--- config.mk ---
export PLATFORM = sky130hd
export DESIGN_NAME = fpu_mult_round_norm
export DESIGN_NICKNAME = d
export VERILOG_FILES = /design/src/rtl/fpu_mult_round_norm_pkg.sv /design/src/rtl/fpu_mult_round_norm_round_inc.sv /design/src/rtl/fpu_mult_round_norm.sv
export SDC_FILE = /design/constraint.sdc
export NUM_CORES = 1
export LEC_CHECK = 0
export BUFFER_PORTS_ARGS = -buffer_cell sky130_fd_sc_hd__buf_2
export CAP_MARGIN = 20
export CORE_MARGIN = 3
export CORE_UTILIZATION = 40
export CTS_BUF_LIST = sky130_fd_sc_hd__clkbuf_8
export CTS_CLUSTER_DIAMETER = 40
export DETAILED_ROUTE_END_ITERATION = 7
export MAX_ROUTING_LAYER = met4
export PLACE_DENSITY = 0.74
export SYNTH_ARGS = -nofsm -noshare
export SYNTH_HDL_FRONTEND = slang
export SYNTH_SLANG_ARGS = --single-unit
--- constraint.sdc ---
create_clock -name clk -period 3.35 [get_ports clk]
set_input_delay 0.1675 -clock clk [delete_from_list [all_inputs] [get_ports clk]]
set_output_delay 0.1675 -clock clk [all_outputs]
set_load 0.01 [all_outputs]
--- src/rtl/fpu_mult_round_norm_pkg.sv ---
// fpu_mult_round_norm_pkg: shared FPU rounding-mode encodings and per-format constants
package fpu_mult_round_norm_pkg;
    localparam logic [1:0] RM_RNE  = 2'b00;
    localparam logic [1:0] RM_RTZ  = 2'b01;
    localparam logic [1:0] RM_PINF = 2'b10;
    localparam logic [1:0] RM_NINF = 2'b11;
    localparam int SP_SW   = 24;
    localparam int SP_EW   = 8;
    localparam int SP_BIAS = 127;
    localparam int DP_SW   = 53;
    localparam int DP_EW   = 11;
    localparam int DP_BIAS = 1023;
    function automatic int fmt_bias(input int ew);
        return (1 << (ew - 1)) - 1;
    endfunction
endpackage

--- src/rtl/fpu_mult_round_norm_round_inc.sv ---
// fpu_round_inc: combinational round-up decision from lsb, guard, sticky, sign and rounding mode
module fpu_round_inc
    import fpu_mult_round_norm_pkg::*;
(
    input  logic       i_lsb,
    input  logic       i_g,
    input  logic       i_s,
    input  logic       i_sign,
    input  logic [1:0] i_rmode,
    output logic       o_inc
);
    assign o_inc = (i_rmode == RM_RTZ)  ? 1'b0 :
                   (i_rmode == RM_PINF) ? (!i_sign & (i_g | i_s)) :
                   (i_rmode == RM_NINF) ? (i_sign & (i_g | i_s)) :
                                          (i_g & (i_s | i_lsb));
endmodule

--- src/rtl/fpu_mult_round_norm.sv ---
// fpu_mult_round_norm: 2-stage normalize/round of a significand product with valid/ready backpressure.
// Define FPU_ROUND_MODES_EN to honour Rmode_i; otherwise round-to-nearest-even is fixed.
module fpu_mult_round_norm
    import fpu_mult_round_norm_pkg::*;
#(
    parameter int SW = SP_SW,
    parameter int EW = SP_EW
)
(
    input  logic            clk,
    input  logic            rst,
    input  logic            valid_i,
    output logic            ready_o,
    input  logic [2*SW-1:0] Data_P_i,
    input  logic            Sign_i,
    input  logic [EW+1:0]   Exp_i,
    input  logic [1:0]      Rmode_i,
    output logic            valid_o,
    input  logic            ready_i,
    output logic            Sign_o,
    output logic [SW-2:0]   Sgf_o,
    output logic [EW-1:0]   Exp_o,
    output logic            Overflow_o,
    output logic            Underflow_o
);
    logic            w_adv1, w_adv2, w_top, w_g, w_s, w_inc, w_ovf, w_unf, w_unused;
    logic [SW-1:0]   w_m;
    logic [EW+2:0]   w_e1, w_e2;
    logic [SW:0]     w_r;
    logic [SW-2:0]   w_frac;
    logic [1:0]      w_rm;
    logic            r_v1, r_g, r_s, r_sign1;
    logic [SW-1:0]   r_m;
    logic [EW+2:0]   r_e1;
    logic            r_v2, r_sign2, r_ovf, r_unf;
    logic [SW-2:0]   r_sgf;
    logic [EW-1:0]   r_exp;

    assign w_adv2  = !r_v2 | ready_i;
    assign w_adv1  = !r_v1 | w_adv2;
    assign ready_o = w_adv1;

    assign w_top = Data_P_i[2*SW-1];
    assign w_m   = w_top ? Data_P_i[2*SW-1:SW] : Data_P_i[2*SW-2:SW-1];
    assign w_g   = w_top ? Data_P_i[SW-1] : Data_P_i[SW-2];
    assign w_s   = w_top ? |Data_P_i[SW-2:0] : |Data_P_i[SW-3:0];
    // One extra bit of headroom keeps Exp_i+2 (normalize plus carry) from wrapping.
    assign w_e1  = {Exp_i[EW+1], Exp_i} + (EW+3)'(w_top);

    always_ff @(posedge clk or posedge rst) begin
        if (rst) begin
            r_v1    <= 1'b0;
            r_m     <= '0;
            r_g     <= 1'b0;
            r_s     <= 1'b0;
            r_e1    <= '0;
            r_sign1 <= 1'b0;
        end else begin
            if (w_adv1) r_v1 <= valid_i;
            if (valid_i & w_adv1) begin
                r_m     <= w_m;
                r_g     <= w_g;
                r_s     <= w_s;
                r_e1    <= w_e1;
                r_sign1 <= Sign_i;
            end
        end
    end

`ifdef FPU_ROUND_MODES_EN
    logic [1:0] r_rm1;
    always_ff @(posedge clk or posedge rst) begin
        if (rst) r_rm1 <= RM_RNE;
        else if (valid_i & w_adv1) r_rm1 <= Rmode_i;
    end
    assign w_rm     = r_rm1;
    assign w_unused = w_r[SW-1];
`else
    assign w_rm     = RM_RNE;
    assign w_unused = w_r[SW-1] ^ (^Rmode_i);
`endif

    fpu_round_inc u_inc (
        .i_lsb  (r_m[0]),
        .i_g    (r_g),
        .i_s    (r_s),
        .i_sign (r_sign1),
        .i_rmode(w_rm),
        .o_inc  (w_inc)
    );

    assign w_r    = {1'b0, r_m} + (SW+1)'(w_inc);
    assign w_e2   = r_e1 + (EW+3)'(w_r[SW]);
    assign w_frac = w_r[SW] ? '0 : w_r[SW-2:0];
    assign w_ovf  = !w_e2[EW+2] & (w_e2[EW+1:0] >= {2'b00, {EW{1'b1}}});
    assign w_unf  = w_e2[EW+2] | (w_e2 == '0);

    always_ff @(posedge clk or posedge rst) begin
        if (rst) begin
            r_v2    <= 1'b0;
            r_sign2 <= 1'b0;
            r_sgf   <= '0;
            r_exp   <= '0;
            r_ovf   <= 1'b0;
            r_unf   <= 1'b0;
        end else begin
            if (w_adv2) r_v2 <= r_v1;
            if (r_v1 & w_adv2) begin
                r_sign2 <= r_sign1;
                r_sgf   <= (w_ovf | w_unf) ? '0 : w_frac;
                r_exp   <= w_ovf ? '1 : w_unf ? '0 : w_e2[EW-1:0];
                r_ovf   <= w_ovf;
                r_unf   <= w_unf;
            end
        end
    end

    assign valid_o     = r_v2;
    assign Sign_o      = r_sign2;
    assign Sgf_o       = r_sgf;
    assign Exp_o       = r_exp;
    assign Overflow_o  = r_ovf;
    assign Underflow_o = r_unf;
endmodule

# --- After elaboration in Yosys (flattened, before gate mapping) ---
# Index checks and enable logic that the tools add are counted.
word_totals:
  regBits: 74
  out_inout_bits: 36
  elab_cells: 38
  in_bits: 65
op_classes:
  muxes: 7
  n_lt_le_gt_ge: 1
  bitwise_logic: 9
  reduce_logical: 6
  n_addsub: 3
op_table:
  columns: ["cell", "count"]
  rows:
  - ["two-way mux 23 bit", 2]
  - ["adder 24 x 1 -> 25 bit", 1]
  - ["two-way mux 24 bit", 1]
  - ["OR reduction 23 bit", 1]
  - ["OR reduction 22 bit", 1]
  - ["two-way mux 8 bit", 2]
  - ["adder 10 x 2 -> 11 bit", 1]
  - ["adder 11 x 1 -> 11 bit", 1]
  - ["zero test 11 bit", 1]
  - ["greater-or-equal comparator 10 x 8 -> 1 bit, second input constant", 1]
  - ["bitwise OR 1 bit", 5]
  - ["bitwise AND 1 bit", 4]
  - ["zero test 1 bit", 3]
  - ["two-way mux 1 bit", 2]

# --- Logic depth before layout (Yosys ltp) ---
# Gate-level depths: netlist of the first run.
depth:
  ltp_word: 8
  depth_mapped: 16
  mapped_depth_nobuf: 13

# --- Cells and area by module ---
# Synthesis of the first run repeated with hierarchy kept, for this count alone.
unflattened:
  hier_cells: 448
  area_unflattened_um2: 4227.8
by_module_without_submodules:
  columns: ["module", "cells_per_inst", "area_per_inst_um2", "seq_area_each_um2", "instances"]
  rows:
  - ["fpu_mult_round_norm", 443, 4195.3, 1851.8, 1]
  - ["fpu_round_inc", 5, 32.5, 0.0, 1]

# --- Worst setup path after synthesis of the first run ---
# OpenSTA, ideal clock, no wires.
synth_timing:
  path_kind: "reg2reg"
  startpoint: "register r_m[0]"
  endpoint: "register r_sgf[3] (netlist: Sgf_o[3])"
  setup_time_ns: 0.104
  t_arrival_ns: 3.210
  slack_ns: 0.037
  stages_incl_launch_ff: 16
  path_buffers: 2
  period_less_slack_ns: 3.313
  required_ns: 3.246
  cell_sequence: "dfrtp_1 -> o21a_1 -> ha_1 -> ha_1 -> nand3_2 -> nor4_4 -> nand3_2 -> nor2_1 -> ha_1 -> buf_6 -> nand4_1 -> nor4_1 -> mux2i_1 -> o21ai_4 -> buf_4 -> o41ai_2"
synth_between:
  elab_chain_len: 8
  word_cells_on_any_way: 12
  classes_between: "2 x add/sub; 1 x order compare; 2 x mux; 5 x bitwise; 2 x reduce/logical"
synth_rtl:
  columns: ["element", "line_no", "text"]
  rows:
  - ["start: declaration", "fpu_mult_round_norm.sv:33", "logic [SW-1:0] r_m;"]
  - ["start signal: assignment", "fpu_mult_round_norm.sv:61", "r_m <= w_m;"]
  - ["bitwise OR 1 bit", "fpu_mult_round_norm_round_inc.sv:15", "(i_g & (i_s | i_lsb));"]
  - ["bitwise AND 1 bit", "fpu_mult_round_norm_round_inc.sv:15", null]
  - ["adder 24 x 1 -> 25 bit *", "fpu_mult_round_norm.sv:92", "assign w_r = {1'b0, r_m} + (SW+1)'(w_inc);"]
  - ["adder 11 x 1 -> 11 bit", "fpu_mult_round_norm.sv:93", "assign w_e2 = r_e1 + (EW+3)'(w_r[SW]);"]
  - ["greater-or-equal comparator 10 x 8 -> 1 bit (tied with other cells)", "fpu_mult_round_norm.sv:95", "assign w_ovf = !w_e2[EW+2] & (w_e2[EW+1:0] >= {2'b00, {EW{1'b1}}});"]
  - ["bitwise AND 1 bit or bitwise OR 1 bit (tied branches)", "fpu_mult_round_norm.sv:95, fpu_mult_round_norm.sv:96", null]
  - ["bitwise OR 1 bit", "fpu_mult_round_norm.sv:110", "r_sgf <= (w_ovf | w_unf) ? '0 : w_frac;"]
  - ["two-way mux 23 bit *", "fpu_mult_round_norm.sv:110", null]
  - ["end signal: assignment", "fpu_mult_round_norm.sv:110", null]
  - ["end: declaration", "fpu_mult_round_norm.sv:36", "logic [SW-2:0] r_sgf;"]
# Mark *: on every way between the ends. The rest lies on a longest branch, timed or not.
# A chain may end at the register's enable or synchronous reset.

# --- Worst setup path after layout of the first run ---
layout_timing:
  startpoint: "register r_m[0]"
  endpoint: "register r_sgf[11] (netlist: Sgf_o[11])"
# Same word-level chain as after synthesis.

==> summary.txt, run 1 <==
Status
  – Status: finished, final reports clean

Yosys
  – Post-Syn Area: 0.00445 mm2
  – Yosys reg bits: 74
  – Cell taking the most area after synthesis: dfrtp_1
  – Post-synthesis cell count: 431
  – Number of synthesized flops with an enable pin: 0
  – Commonest cells post-synth: nand2_1 (81), dfrtp_1 (74), o21ai_0 (34)
  – Post-synthesis sequential area ratio: 0.416
  – Yosys warns: 0
  – Syn Area/Cell: just over 10 um2
  – Post-synth top flop: dfrtp_1
  – Syn_nets: 502
  – Synth async-reset ratio: 1.00
  – Most frequent cell after synthesis: nand2_1
  – Synth top area share: 0.416
  – Dominant cells by area after synthesis: dfrtp_1 (42%), o41ai_2 (7.3%), nand2_1 (6.8%)
  – Yosys cell types: 55

Setup path
  – Critical path endpoint category: flip-flop
  – R2R setup slack: between 0.15 and 0.2 ns
  – Crit path arrival time: roughly 3.4 ns
  – CP Launch Type: flip-flop
  – CP required: 3.60 ns
  – CP Max Fanout: 5
  – Critical path class: flip-flop to flip-flop

STA
  – Hold_ws: roughly 0.026 ns
  – Final hold vios: 0
  – Max Freq: 0.315 GHz
  – Normalized max-slew margin: 0.504
  – Final Skew: ~0.0077 ns
  – Slack of the critical path: 0.171 ns
  – RSZ-0062 raised after global routing: yes
  – Actual slew at the worst max-slew pin: 0.742 ns
  – Part of the cycle the worst path needs: 0.949
  – Final-report max-slew violation count: 0
  – Tmin final: approximately 3.2 ns
  – Final setup viols: 0

GRT
  – Initial antenna violation count: 0
  – First-pass GRT wire length: 18.0 mm
  – Largest net degree at the start of global routing: 74
  – Total gr overflow: 0
  – Via count of the first global-routing pass: 3635
  – Global-route usage over all layers: 0.182

Power
  – Leak: 2.49 nW
  – PwrDens: 476 mW/mm2
  – Overall power: 2.60 mW
  – Max IR drop VDD: 0.000191 V

Detailed routing
  – Detail Route Antenna Nets: 0
  – Vias per inst: approximately 5.4
  – Post-detailed-routing wire length: ~11 mm
  – DRC: 0
  – Routed len/inst: approximately 16 um
  – DRT Pass-1 Iters: 4
  – Iter 0 DRT Violations: approximately 130
  – Vias: 3657

Die
  – Number of I/O pins: 101
  – # rows: 37
  – Core Box Area: 0.0106 mm2
  – Initial Util: 0.421
  – Die Ht: 111 um
  – Die Area: 0.0124 mm2
  – Die W: between 100 and 150 um

Clocking
  – Clock-pin slew on the worst setup and hold paths: 0.08 ns
  – H-tree levels: 3
  – CTS max path bufs: 2
  – Clk root buf: clkbuf_8
  – CTS tree: done
  – Sink Count: 74
  – CTS buffer count: 9
  – Worst-skew pair later-pin latency: 0.35 ns

Cells and area
  – Nets: ~610
  – Register area: about 0.0019 mm2
  – Footprint of the multi-input gates: 0.00249 mm2
  – Layout cell share with drive strength beyond 1: 0.351
  – Diodes inserted: 0
  – Cell area after layout: 0.00545 mm2
  – Fillcell total: 941
  – Synth-to-Final Area Change: 22.6%
  – Final Util: 0.517

Placed design
  – Port Buffers: 98
  – GPL Wtd Cong: ~0.87
  – HPWL after detailed placement: ~8.0 mm
  – Post-Place Worst Slack: -0.147 ns
  – Placed instance area: 0.00501 mm2

Job
  – Max_cap viols: 0

Min path
  – Worst hold path type: input port to flip-flop
-- registers in the layout (all words and copies together), names as in the netlist --
name / count
Sgf_o: 23
Underflow_o: 1
r_sign1: 1
Exp_o: 8
r_v1: 1
r_s: 1
valid_o: 1
r_g: 1
r_m: 24
Sign_o: 1
Overflow_o: 1
r_e1: 11
-- cell type report --
type                            count  share of cell area
Tap cell                          136              0.0312
Inverter                            6             0.00413
Sequential cell                    74               0.340
Timing Repair Buffer              118               0.126
Clock buffer                       10              0.0252
Multi-Input combinational cell    325               0.457
Clock inverter                      6              0.0165
-- power breakdown --
part | internal (mW) | switching, mW
sequential | 1.03 | 0.153
clock | 0.439 | 0.341
combinational | 0.286 | 0.350
-- worst max-delay path, stage by stage (launching register included) --
cell     delay [ns]
dfrtp_1        0.38
o21a_1         0.14
ha_2           0.21
ha_4           0.14
nand3_2        0.11
nor4_4         0.28
nand3_2        0.17
nor2_4         0.14
ha_4           0.15
nand4_1        0.11
nor4_2         0.27
mux2i_1        0.26
buf_4          0.22
o21ai_2        0.15
o41ai_2        0.34
-- path summary, 6_finish.rpt --
kind	start	depth (start not counted)	end
max	r_m[0]	14	Sgf_o[11]
min	valid_i	2	r_v1
max reg2reg	r_m[0]	14	Sgf_o[11]
min reg2reg	Sgf_o[18]	2	Sgf_o[18]
max in group asynchronous	rst	4	r_e1[3]
min in group asynchronous	rst	3	Sgf_o[7]
-- timing repair --
| item | in CTS | in global routing |
|---|---|---|
| gates resized for setup | 6 | 9 |
| setup endpoints to repair | 24 | 31 |
| hold buffers | 1 | 0 |
| pin swaps | 4 | 22 |
| setup buffers | 2 | 4 |
| cloned | 2 | 1 |
| endpoints found under the hold margin | 34 | 0 |
-- cells by family (layout without fill, tap and decap cells) --
logic type / count (synthesis) / count (layout) / synth area share
AO/OA/AOI/OAI: 87 / 90 / 0.182
XOR/XNOR: 39 / 39 / 0.0768
adder cells (fa/ha/maj): 6 / 6 / 0.0169
buffers and inverters: 35 / 140 / 0.0498
flip-flops: 74 / 74 / 0.416
multiplexers: 29 / 29 / 0.0664
AND/OR/NAND/NOR: 161 / 161 / 0.192
-- metrics by stage --
stage	setup TNS (ns)	std cells
2_1_floorplan	0	431
3_3_place_gp	-0.00274	647
3_5_place_dp	-2.35	647
4_1_cts	0	668
5_1_grt	-0.0475	675
6_report	0	675
-- layout by cell type, fill, tap and decap left out, types with 5 or more instances in the layout --
| cell | netlist | routed |
|---|---|---|
| a22o_1 | 9 | 9 |
| buf_2 | 3 | 98 |
| buf_4 | 3 | 16 |
| clkbuf_8 | 0 | 10 |
| dfrtp_1 | 74 | 74 |
| inv_1 | 6 | 5 |
| mux2i_1 | 25 | 25 |
| nand2_1 | 81 | 80 |
| nand2b_1 | 5 | 5 |
| nand3_1 | 14 | 14 |
| nand4_1 | 11 | 11 |
| nor2_1 | 18 | 17 |
| nor4_1 | 6 | 5 |
| o21ai_0 | 34 | 34 |
| o41ai_2 | 20 | 21 |
| xnor2_1 | 18 | 18 |
| xor2_1 | 21 | 21 |
-- routing by layer --
| metal | vias to the layer above | GRT usage | routed length (um) |
|---|---|---|---|
| li1 | 1761 | - | - |
| met1 | 1772 | 0.242 | 5100 |
| met2 | 106 | 0.276 | 5050 |
| met3 | 18 | 0.0337 | 609 |
| met4 | 0 | 0.0738 | 215 |
| met5 | - | - | 0 |
Power figures use the tool's default switching activity.
==> run 2, diff against run 1 <==
==> constraint.sdc (replaced) <==
create_clock -name clk -period 3.35 [get_ports clk]
set_input_delay 0.67 -clock clk [delete_from_list [all_inputs] [get_ports clk]]
set_output_delay 0.67 -clock clk [all_outputs]
set_load 0.01 [all_outputs]
==> run 2 against run 1 <==
Effect of this change:
- die area is the same
- largest power group unchanged
- cell count fell by 0.15%
- via count decreased by 0.85%
- maximum frequency up 1.4%
- combinational power shrank 3%
- clock-buffer cell count stayed put
- critical path type unchanged
- critical path depth is 1 higher
- critical endpoint is now Sgf_o[3]
- global-route usage decreased by 0.17 points
==> summary.txt, run 2 (synthesis gave the netlist of run 1 again) <==
Placed design
  – Placed instance area: 0.00505 mm2 (+0.85%)
  – Post-Place Worst Slack: -0.161 ns (-0.0133 ns)
  – GPL Wtd Cong: 0.894 (+3.1%)
  – Port Buffers: 98 (unchanged)
  – HPWL after detailed placement: 7.87 mm (-1.3%)

Clocking
  – Clk root buf: clkbuf_8
  – Sink Count: 74 (unchanged)
  – CTS max path bufs: 2 (unchanged)
  – Worst-skew pair later-pin latency: 0.36 ns (about the same)
  – CTS tree: done
  – CTS buffer count: 9 (unchanged)
  – H-tree levels: 3 (unchanged)
  – Clock-pin slew on the worst setup and hold paths: 0.08 ns (about the same)

Power
  – Net Sw Power: 0.834 mW (-1.2%)
  – Sequential Power Share: 0.457 (+0.002)
  – PwrDens: 479 mW/mm2 (+0.53%)
  – Leak: 2.47 nW (-0.54%)
  – Switching Fraction: 0.324 (-0.00105)
  – Int Power: 1.74 mW (-0.75%)
  – Power share of the combinational group: 0.240 (-0.005)
  – Max IR drop VDD: 0.000203 V (+6.0%)
  – Clock group share of total power: 0.303 (+0.003)

Setup path
  – Crit path buf inv count: 2 (+1)
  – CP Launch Type: flip-flop
  – Critical path class: flip-flop to flip-flop
  – CP required: 3.59 ns (about the same)
  – Crit path arrival time: 3.38 ns (-0.05 ns)
  – CP Cell Sequence: o21a_1 -> ha_1 -> ha_2 -> nand3_2 -> nor4_4 -> nand3_2 -> nor2_2 -> ha_2 -> buf_4 -> and3_4 -> a211o_1 -> a21o_1 -> nor3_4 -> buf_12 -> o41ai_2
  – CP Max Fanout: 22 (+17)
  – CP delay by family, top: simple AND/OR/NAND/NOR gates
  – Critical path endpoint category: flip-flop
  – Slowest cell on the critical path: dfrtp_1
  – Worst path max stage delay: 0.38 ns (about the same)

Die
  – Initial Util: 0.421 (unchanged)
  – Core Box Area: 0.0106 mm2 (unchanged)
  – # rows: 37 (unchanged)
  – Die Area: 0.0124 mm2 (unchanged)
  – Number of I/O pins: 101 (unchanged)
  – Die Ht: 111 um (unchanged)
  – Die W: 111 um (unchanged)

STA
  – Final hold vios: 0 (unchanged)
  – RSZ-0062 raised after global routing: no
  – Hold_ws: 0.390 ns (+0.364 ns)
  – Final Skew: 0.0100 ns (+0.00238 ns)
  – Normalized max-slew margin: 0.710 (+0.205)
  – Final-report max-slew violation count: 0 (unchanged)
  – Max Freq: 0.319 GHz (+1.4%)
  – Tmin final: 3.13 ns (-0.0450 ns)
  – Part of the cycle the worst path needs: 0.936 (-0.0134)
  – Final setup viols: 0 (unchanged)
  – Actual slew at the worst max-slew pin: 0.436 ns (-0.307 ns)
  – Slack of the critical path: 0.216 ns (+0.0450 ns)

GRT
  – Initial antenna violation count: 0 (unchanged)
  – First-pass GRT wire length: 17.8 mm (-0.88%)
  – Global-route usage over all layers: 0.181 (-0.00169)
  – Largest net degree at the start of global routing: 75 (+1.4%)
  – Via count of the first global-routing pass: 3661 (+0.72%)
  – Total gr overflow: 0 (unchanged)

Cells and area
  – Fillcell total: 946 (+0.53%)
  – Commonest cells after routing, fill and taps aside: buf_2 (98), nand2_1 (80), dfrtp_1 (74)
  – Diodes inserted: 0 (unchanged)
  – Final Util: 0.509 (-0.00735)
  – Commonest non-fill, non-tap cell in the layout: buf_2
  – Largest Register: r_m
  – Nets: 604 (-0.17%)
  – Layout cell share with drive strength beyond 1: 0.348 (-0.00307)
  – Cell area after layout: 0.00538 mm2 (-1.4%)
  – Max reg flops: 24 (unchanged)
  – Synth-to-Final Area Change: 20.9%

Detailed routing
  – Routed len/inst: 16.0 um (-1.7%)
  – Detail Route Antenna Nets: 0 (unchanged)
  – Post-detailed-routing wire length: 10.8 mm (-1.9%)
  – DRT Pass-1 Iters: 4 (unchanged)
  – Vias: 3626 (-0.85%)
  – Vias per inst: 5.38 (-0.70%)
  – Iter 0 DRT Violations: 218 (+74%)
  – DRC: 0 (unchanged)

Status
  – Status: finished, final reports clean

Min path
  – Worst hold path type: input port to async pin

Job
  – Max_cap viols: 0 (unchanged)
-- run 2: changes by cell type in the layout (fill, tap and decap cells not counted) --
cell / change
nor2_4: -1
buf_16: -1
ha_2: +1
buf_4: +1
nor2_2: +1
o21ai_2: +1
ha_1: +2
ha_4: -3
dlygate4sd3_1: -1
o21ai_4: -1
-- run 2: metal layers --
layer / vias up / global-route usage / part of all wire
li1: 1767 / - / -
met1: 1730 / 0.244 / 0.46
met2: 116 / 0.265 / 0.46
met3: 13 / 0.0337 / 0.061
met4: 0 / 0.0795 / 0.016
met5: - / - / 0
-- run 2: area by class of cell --
class,count,area [um2],area share
tap,136,170,0.0316
clock buffer,10,138,0.0256
sequential,74,1850,0.344
inverter,6,22.5,0.00419
multi-input combinational,325,2450,0.455
clock inverter,6,90.1,0.0168
timing repair buffer,117,658,0.122
-- run 2: worst reg2reg max path: cells and delay by family (launching register included) --
kind / cells / cell delay (ns)
compound gates: 4 / 0.81
fa+ha+maj: 3 / 0.61
buf+inv: 2 / 0.29
flops: 1 / 0.38
simple gates: 6 / 0.93
-- run 2: final timing paths --
path | start | cells after the start | slack [ns] | endpoint
setup / recovery | r_m[0] | 15 | 0.22 | Sgf_o[3]
hold / removal | rst | 3 | 0.39 | Sgf_o[7]
setup reg to reg | r_m[0] | 15 | 0.22 | Sgf_o[3]
hold reg to reg | Sgf_o[4] | 2 | 0.47 | Sgf_o[4]
max in group asynchronous | rst | 3 | 2.65 | r_e1[1]
min in group clk | Sgf_o[4] | 2 | 0.47 | Sgf_o[4]
-- run 2: power groups by stage --
stage	Clock [mW]	Combinational, mW	Sequential [mW]
global placement	0	0.591	1.18
floorplan	0	0.415	1.17
global route	0.835	0.682	1.20
finish	0.780	0.617	1.18
detailed placement	0	0.609	1.19
CTS	0.796	0.616	1.17
-- run 2: through the flow --
stage               TNS, ns  cells  power, mW
floorplan                 0    431       1.59
global placement    -0.0143    651       1.77
detailed placement    -2.65    651       1.80
CTS                       0    670       2.58
global route              0    674       2.72
finish                    0    674       2.57
-- run 2: what timing repair did --
| action | 4_1_cts | 5_1_grt |
|---|---|---|
| endpoints found under the setup margin | 23 | 31 |
| gates resized for setup | 3 | 5 |
| hold buffers | 0 | 0 |
| buffers inserted | 2 | 2 |
| cloned | 1 | 2 |
| pin swaps | 1 | 9 |
